### src/rtl/uart_rx_ctrl.sv
// Sequencing/configuration controller for the clk_16bd-domain UART receive processor.
// Define UART_RX_CTRL_TIMEOUT_EN to build the stuck-frame watchdog; without it err_timeout is tied low.
module uart_rx_ctrl #(
   parameter int unsigned FIFO_DEPTH   = 4,
   parameter int unsigned IDLE_BITS    = 2,
   parameter int unsigned TIMEOUT_BITS = 12
) (
   input  logic       clk_16bd,
   input  logic       rst,
   input  logic       rx,
   input  logic       cfg_wr,
   input  logic [6:0] cfg_data,
   output logic       cfg_busy,
   output logic [3:0] frame_length,
   output logic       parity,
   output logic       parity_type,
   output logic       stop_bits,
   input  logic [8:0] proc_frame,
   input  logic       proc_frame_valid,
   output logic       proc_rst,
   output logic [8:0] out_data,
   output logic       out_valid,
   input  logic       out_ready,
   output logic       overflow,
   input  logic       ovf_clr,
   output logic       err_timeout
);

   localparam int unsigned IDLE_MAX  = IDLE_BITS * 16;
   localparam int unsigned IDLE_W    = $clog2(IDLE_MAX + 1);
   localparam int unsigned PTR_W     = $clog2(FIFO_DEPTH);
   localparam int unsigned CNT_W     = $clog2(FIFO_DEPTH + 1);
   localparam logic [6:0]  CFG_RESET = 7'h08;

   typedef enum logic [2:0] {
      QUAL    = 3'd0,
      APPLY   = 3'd1,
      ARM     = 3'd2,
      CAPTURE = 3'd3,
      RECOVER = 3'd4
   } state_t;

   state_t            state;
   state_t            next_state;
   logic [IDLE_W-1:0] idle_cnt;
   logic              line_idle;
   logic              frame_active;
   logic              wd_fire;
   logic [6:0]        cfg_shadow;
   logic [6:0]        cfg_live;
   logic [8:0]        fifo_mem [FIFO_DEPTH];
   logic [PTR_W-1:0]  wr_ptr;
   logic [PTR_W-1:0]  rd_ptr;
   logic [CNT_W-1:0]  fifo_cnt;
   logic              fifo_full;
   logic              push_req;
   logic              push;
   logic              pop;

   // NOTE: every clocked process uses <= so all flops sample the same pre-edge values.
   always_ff @(posedge clk_16bd or posedge rst) begin
      if (rst)
         idle_cnt <= '0;
      else if (!rx)
         idle_cnt <= '0;
      else if (!line_idle)
         idle_cnt <= idle_cnt + IDLE_W'(1);
   end

   assign line_idle = (idle_cnt == IDLE_W'(IDLE_MAX));

   always_ff @(posedge clk_16bd or posedge rst) begin
      if (rst)
         state <= QUAL;
      else
         state <= next_state;
   end

   always_comb begin
      // NOTE: default first so no path through the case leaves next_state unassigned (no latch).
      next_state = state;
      case (state)
         QUAL:    if (line_idle) next_state = cfg_busy ? APPLY : ARM;
         APPLY:   next_state = ARM;
         ARM: begin
            if (proc_frame_valid)
               next_state = CAPTURE;
            else if (wd_fire)
               next_state = QUAL;
            else if (cfg_busy && !frame_active)
               next_state = QUAL;
         end
         CAPTURE: next_state = cfg_busy ? QUAL : RECOVER;
         RECOVER: next_state = ARM;
         default: next_state = QUAL;
      endcase
   end

   // Registered so the processor sees a glitch-free reset; low only in ARM and CAPTURE.
   always_ff @(posedge clk_16bd or posedge rst) begin
      if (rst)
         proc_rst <= 1'b1;
      else
         proc_rst <= (next_state == QUAL) || (next_state == APPLY) || (next_state == RECOVER);
   end

   // A low rx sample always means the line is busy, so set outranks the idle clear.
   always_ff @(posedge clk_16bd or posedge rst) begin
      if (rst)
         frame_active <= 1'b0;
      else if (next_state == CAPTURE || next_state == QUAL)
         frame_active <= 1'b0;
      else if (state == ARM && !rx)
         frame_active <= 1'b1;
      else if (line_idle)
         frame_active <= 1'b0;
   end

   // A write landing in APPLY keeps the new value pending while the old shadow goes live.
   always_ff @(posedge clk_16bd or posedge rst) begin
      if (rst) begin
         cfg_shadow <= CFG_RESET;
         cfg_live   <= CFG_RESET;
         cfg_busy   <= 1'b0;
      end else begin
         if (state == APPLY)
            cfg_live <= cfg_shadow;
         if (cfg_wr) begin
            cfg_shadow <= cfg_data;
            cfg_busy   <= 1'b1;
         end else if (state == APPLY) begin
            cfg_busy <= 1'b0;
         end
      end
   end

   assign frame_length = cfg_live[3:0];
   assign parity       = cfg_live[4];
   assign parity_type  = cfg_live[5];
   assign stop_bits    = cfg_live[6];

   assign out_valid = (fifo_cnt != '0);
   assign fifo_full = (fifo_cnt == CNT_W'(FIFO_DEPTH));
   assign pop       = out_valid && out_ready;
   assign push_req  = (state == CAPTURE);
   assign push      = push_req && (!fifo_full || pop);
   assign out_data  = out_valid ? fifo_mem[rd_ptr] : '0;

   // NOTE: storage is not reset; out_data is masked while empty so stale entries never escape.
   always_ff @(posedge clk_16bd) begin
      if (push)
         fifo_mem[wr_ptr] <= proc_frame;
   end

   always_ff @(posedge clk_16bd or posedge rst) begin
      if (rst) begin
         wr_ptr   <= '0;
         rd_ptr   <= '0;
         fifo_cnt <= '0;
      end else begin
         if (push)
            wr_ptr <= wr_ptr + PTR_W'(1);
         if (pop)
            rd_ptr <= rd_ptr + PTR_W'(1);
         if (push && !pop)
            fifo_cnt <= fifo_cnt + CNT_W'(1);
         else if (pop && !push)
            fifo_cnt <= fifo_cnt - CNT_W'(1);
      end
   end

   always_ff @(posedge clk_16bd or posedge rst) begin
      if (rst)
         overflow <= 1'b0;
      else if (push_req && fifo_full && !pop)
         overflow <= 1'b1;
      else if (ovf_clr)
         overflow <= 1'b0;
   end

`ifdef UART_RX_CTRL_TIMEOUT_EN
   localparam logic [TIMEOUT_BITS-1:0] WD_LAST = {{(TIMEOUT_BITS-1){1'b1}}, 1'b0};

   logic [TIMEOUT_BITS-1:0] wd_cnt;

   // Fires on the clock that takes the counter to all-ones.
   assign wd_fire = (state == ARM) && frame_active && (wd_cnt == WD_LAST);

   always_ff @(posedge clk_16bd or posedge rst) begin
      if (rst) begin
         wd_cnt      <= '0;
         err_timeout <= 1'b0;
      end else begin
         err_timeout <= wd_fire;
         if (!frame_active)
            wd_cnt <= '0;
         else if (state == ARM)
            wd_cnt <= wd_cnt + TIMEOUT_BITS'(1);
      end
   end
`else
   assign wd_fire     = 1'b0;
   assign err_timeout = 1'b0;
`endif

endmodule

### config.mk
export PLATFORM = sky130hd
export DESIGN_NAME = uart_rx_ctrl
export DESIGN_NICKNAME = d
export VERILOG_FILES = /design/src/rtl/uart_rx_ctrl.sv
export SDC_FILE = /design/constraint.sdc
export NUM_CORES = 1
export LEC_CHECK = 0
export ABC_AREA = 1
export CAP_MARGIN = 20
export CORE_ASPECT_RATIO = 0.8
export CORE_MARGIN = 2
export CORE_UTILIZATION = 25
export CTS_BUF_LIST = sky130_fd_sc_hd__clkbuf_4
export DETAILED_ROUTE_END_ITERATION = 12
export PLACE_DENSITY = 0.46
export SKIP_LAST_GASP = 1
export SLEW_MARGIN = 20
export SYNTH_ARGS = -nofsm -noshare
export SYNTH_HDL_FRONTEND = slang
export SYNTH_SLANG_ARGS = --single-unit
### constraint.sdc
create_clock -name clk_16bd -period 2.25 [get_ports clk_16bd]
set_input_delay 0.225 -clock clk_16bd [delete_from_list [all_inputs] [get_ports clk_16bd]]
set_output_delay 0.225 -clock clk_16bd [all_outputs]
set_load 0.005 [all_outputs]
==> impl_metrics.json <==
{
  "outcome": "finished, final reports clean",
  "clk_pin_slew_ps": 160,
  "wl_per_cell_um": 12.2,
  "die_w_um": 127,
  "critical_path_class": "flip-flop to flip-flop",
  "dieArea_um2": 13000,
  "pin_count": 44,
  "maxCapViolations": 0,
  "drt-total-wl_um": 6080,
  "start_kind": "flip-flop",
  "synthesis.area_um2": 3020,
  "ys_top_cells_by_area": "edfxtp_1 (36%), dfrtp_1 (26%), nor2_1 (6.5%)",
  "rows": 35,
  "grt_first_pass_wirelength_um": 10300,
  "required_ps": 2560,
  "synth-simple-area-share_pct": 14.3,
  "hold_viol": 0,
  "dpl.hpwl_um": 4130,
  "nFillCells": 1210,
  "drive_gt1_share_pct": 14.9,
  "p_per_area_nw_per_um2": 1080,
  "synth_cell_types": 31,
  "clkSinkCount": 70,
  "gp_congestion": 0.723,
  "finalMaxSlewViolations": 0,
  "swShare_pct": 36.7,
  "ant_nets": 0,
  "grt_pass1_vias": 2079,
  "cp_cell_sequence": "nor3_2 > nand2_1 > inv_2 > ha_1 > inv_1 > fa_1 > a21oi_1 > o21ai_0 > xor2_1",
  "pwr-share-seq_pct": 40.9,
  "ir_drop_mv": 0.357,
  "max_stage_delay_ps": 470,
  "synth_area_leader_cell": "edfxtp_1",
  "critical-path-top-delay-family": "adder cells",
  "via_per_inst": 4.08,
  "ctsLongestPathBuffers": 2,
  "seqCellArea_um2": 1940,
  "intPower_w": 0.00263,
  "finalCritPeriodShare_pct": 89.0,
  "grt_usage_pct": 10.4,
  "endpoint_kind": "flip-flop",
  "vias": 2033,
  "p_comb_share_pct": 39.5,
  "synth-xor-area-share_pct": 2.32,
  "arrival_ps": 2320,
  "pre_cts_slack_ps": 94.4,
  "ys_seq_area_share_pct": 64.1,
  "fin_ws_ps": 248,
  "grt_overflow": 0,
  "ys_warn_count": 0,
  "max_clock_freq_ghz": 0.500,
  "drc": 0,
  "cp_num_buf_inv": 2,
  "syn_nets": 316,
  "period_minus_slack_ps": 2000,
  "syn_to_final_growth_pct": 27.7,
  "cts_root_buf": "clkbuf_4",
  "ys_ff_latch": 70,
  "initial_core_util_pct": 25.9,
  "syn_inst": 285,
  "die_h_um": 102,
  "num_antenna_cells": 0,
  "synth.area.mux_share_pct": 0.373,
  "setup_violations": 0,
  "power_w": 0.00416,
  "clkPwrFrac_pct": 19.5,
  "core_um2": 11600,
  "crit_path_max_fanout": 5,
  "io_buffers": 42,
  "holdCritPathClass": "input port to asynchronous set/reset pin",
  "fin_skew_ps": 27.0,
  "multi_input_area_um2": 887,
  "avgSynthCellArea_um2": 10.6,
  "power_leakage_nw": 1.64,
  "antenna_found_initial": 0,
  "numCtsBuffers": 9,
  "rsz0062_at_grt": "no",
  "cts_tree": "yes",
  "critPathSlowestCell": "dfrtp_1",
  "synth_top_family_by_area": "simple AND/OR/NAND/NOR gates",
  "cts_htree_levels": 3,
  "layout.nets": 376,
  "dr.first_iter.drc_count": 126,
  "first_pass_iters": 4,
  "synth_compound_area_share_pct": 8.75,
  "yosys.area_share.adder_pct": 3.57,
  "yosys.area.top_type_share_pct": 35.8,
  "grt_max_degree": 35,
  "switching_power_w": 0.00153,
  "clock_latency_ps": 440
}
[registers in the layout (all words and copies together), names as in the netlist]
| register | cells |
|---|---|
| overflow | 1 |
| wr_ptr | 2 |
| frame_active | 1 |
| fifo_cnt | 3 |
| state | 3 |
| cfg_live | 7 |
| idle_cnt | 6 |
| fifo_mem | 36 |
| rd_ptr | 2 |
| cfg_busy | 1 |
| cfg_shadow | 7 |
| proc_rst | 1 |
[path summary, 6_finish.rpt]
path	to	from	cells past startpoint	slack [ps]
hold reg to reg	cfg_live[3]	cfg_shadow[3]	2	480
max in group asynchronous	cfg_shadow[3]	rst	3	1710
min in group clk_16bd	cfg_shadow[3]	cfg_data[3]	3	320
setup / recovery	fifo_cnt[2]	state[2]	9	250
setup reg to reg	fifo_cnt[2]	state[2]	9	250
hold / removal	cfg_shadow[1]	rst	3	150
[through the flow]
step	setup TNS, ps	cells	utilization (%)	hold slack (ps)	instance area, µm²
2_1_floorplan	0	285	-	299	3020
3_3_place_gp	0	480	31.6	468	3680
3_5_place_dp	0	480	31.6	476	3680
4_1_cts	-31.9	497	32.9	145	3830
5_1_grt	0	498	33.1	170	3850
6_report	0	498	33.1	151	3850
[power by group through the flow]
stage / clock network [W] / registers (W) / logic [W]
final: 0.000812 / 0.00170 / 0.00164
after global routing: 0.000905 / 0.00173 / 0.00188
after CTS: 0.000845 / 0.00171 / 0.00170
after detailed placement: 0 / 0.00174 / 0.00168
after global placement: 0 / 0.00174 / 0.00169
after floorplan: 0 / 0.00172 / 0.000908
[synth_stat cells]
| master | instances |
|---|---|
| mux2_2 | 1 |
| o22ai_1 | 1 |
| xnor2_1 | 2 |
| o21ai_1 | 11 |
| o21ai_0 | 25 |
| nand3_2 | 1 |
| nand3_1 | 6 |
| edfxtp_1 | 36 |
| xor2_1 | 6 |
| conb_1 | 1 |
| nor3_1 | 1 |
| fa_1 | 1 |
| o21bai_1 | 1 |
| buf_2 | 4 |
| ha_1 | 7 |
| nand4_1 | 2 |
| nor2_1 | 52 |
| bufinv_8 | 1 |
| dfstp_2 | 3 |
| nand2_2 | 1 |
| dfrtp_1 | 31 |
| nor2_4 | 1 |
| nand3_4 | 1 |
| nand2_1 | 31 |
| nor2_2 | 1 |
| inv_2 | 10 |
| nor3_2 | 2 |
| buf_4 | 1 |
| clkbuf_1 | 2 |
| inv_1 | 28 |
| a21oi_1 | 14 |
[cell usage in the layout, fill, tap and decap left out, types with 2 or more instances in the layout]
cell / instances
a21oi_1: 14
buf_4: 12
buf_6: 2
clkbuf_4: 9
clkdlybuf4s50_1: 33
dfrtp_1: 31
dfstp_2: 3
dlygate4sd2_1: 3
dlymetal6s2s_1: 6
edfxtp_1: 36
ha_1: 7
inv_1: 28
inv_2: 10
inv_6: 3
inv_8: 2
nand2_1: 31
nand3_1: 6
nand4_1: 2
nor2_1: 52
nor3_2: 2
o21ai_0: 25
o21ai_1: 11
xnor2_1: 2
xor2_1: 6
[layer usage]
layer | wire, µm | GRT usage, % | vias to the layer above
met5 | 0 | 0 | -
met4 | 106 | 4.14 | 0
met3 | 238 | 4.08 | 8
met2 | 2780 | 15.9 | 33
met1 | 2960 | 13.5 | 940
li1 | - | - | 1052
[worst min-delay path, delay by kind of cell]
kind | cells | cell delay (ps)
buf+inv | 3 | 830
[cells by family (layout without fill, tap and decap cells)]
| logic type | Yosys count | count (layout) |
|---|---|---|
| other | 1 | 1 |
| buffers and inverters | 46 | 111 |
| xor gates and xnor gates | 8 | 8 |
| DFF | 70 | 70 |
| muxes | 1 | 1 |
| AOI/OAI and AO/OA | 52 | 52 |
| adders and majority gates | 8 | 8 |
| and+or+nand+nor | 99 | 99 |
[layout make-up]
class,instances,share of cell area [%]
Tap cell,148,4.81
Inverter,39,4.16
Sequential cell,70,50.2
Timing Repair Buffer,56,14.1
Clock inverter,7,1.88
Clock buffer,9,1.75
Multi-Input combinational cell,169,23.0
[repair_timing]
item,4_1_cts,5_1_grt
hold buffers,0,0
pin swaps,4,2
gates resized for setup,5,6
buffers inserted,1,1
endpoints found under the setup margin,9,6
No activity file was read; power rests on OpenSTA's default activity.
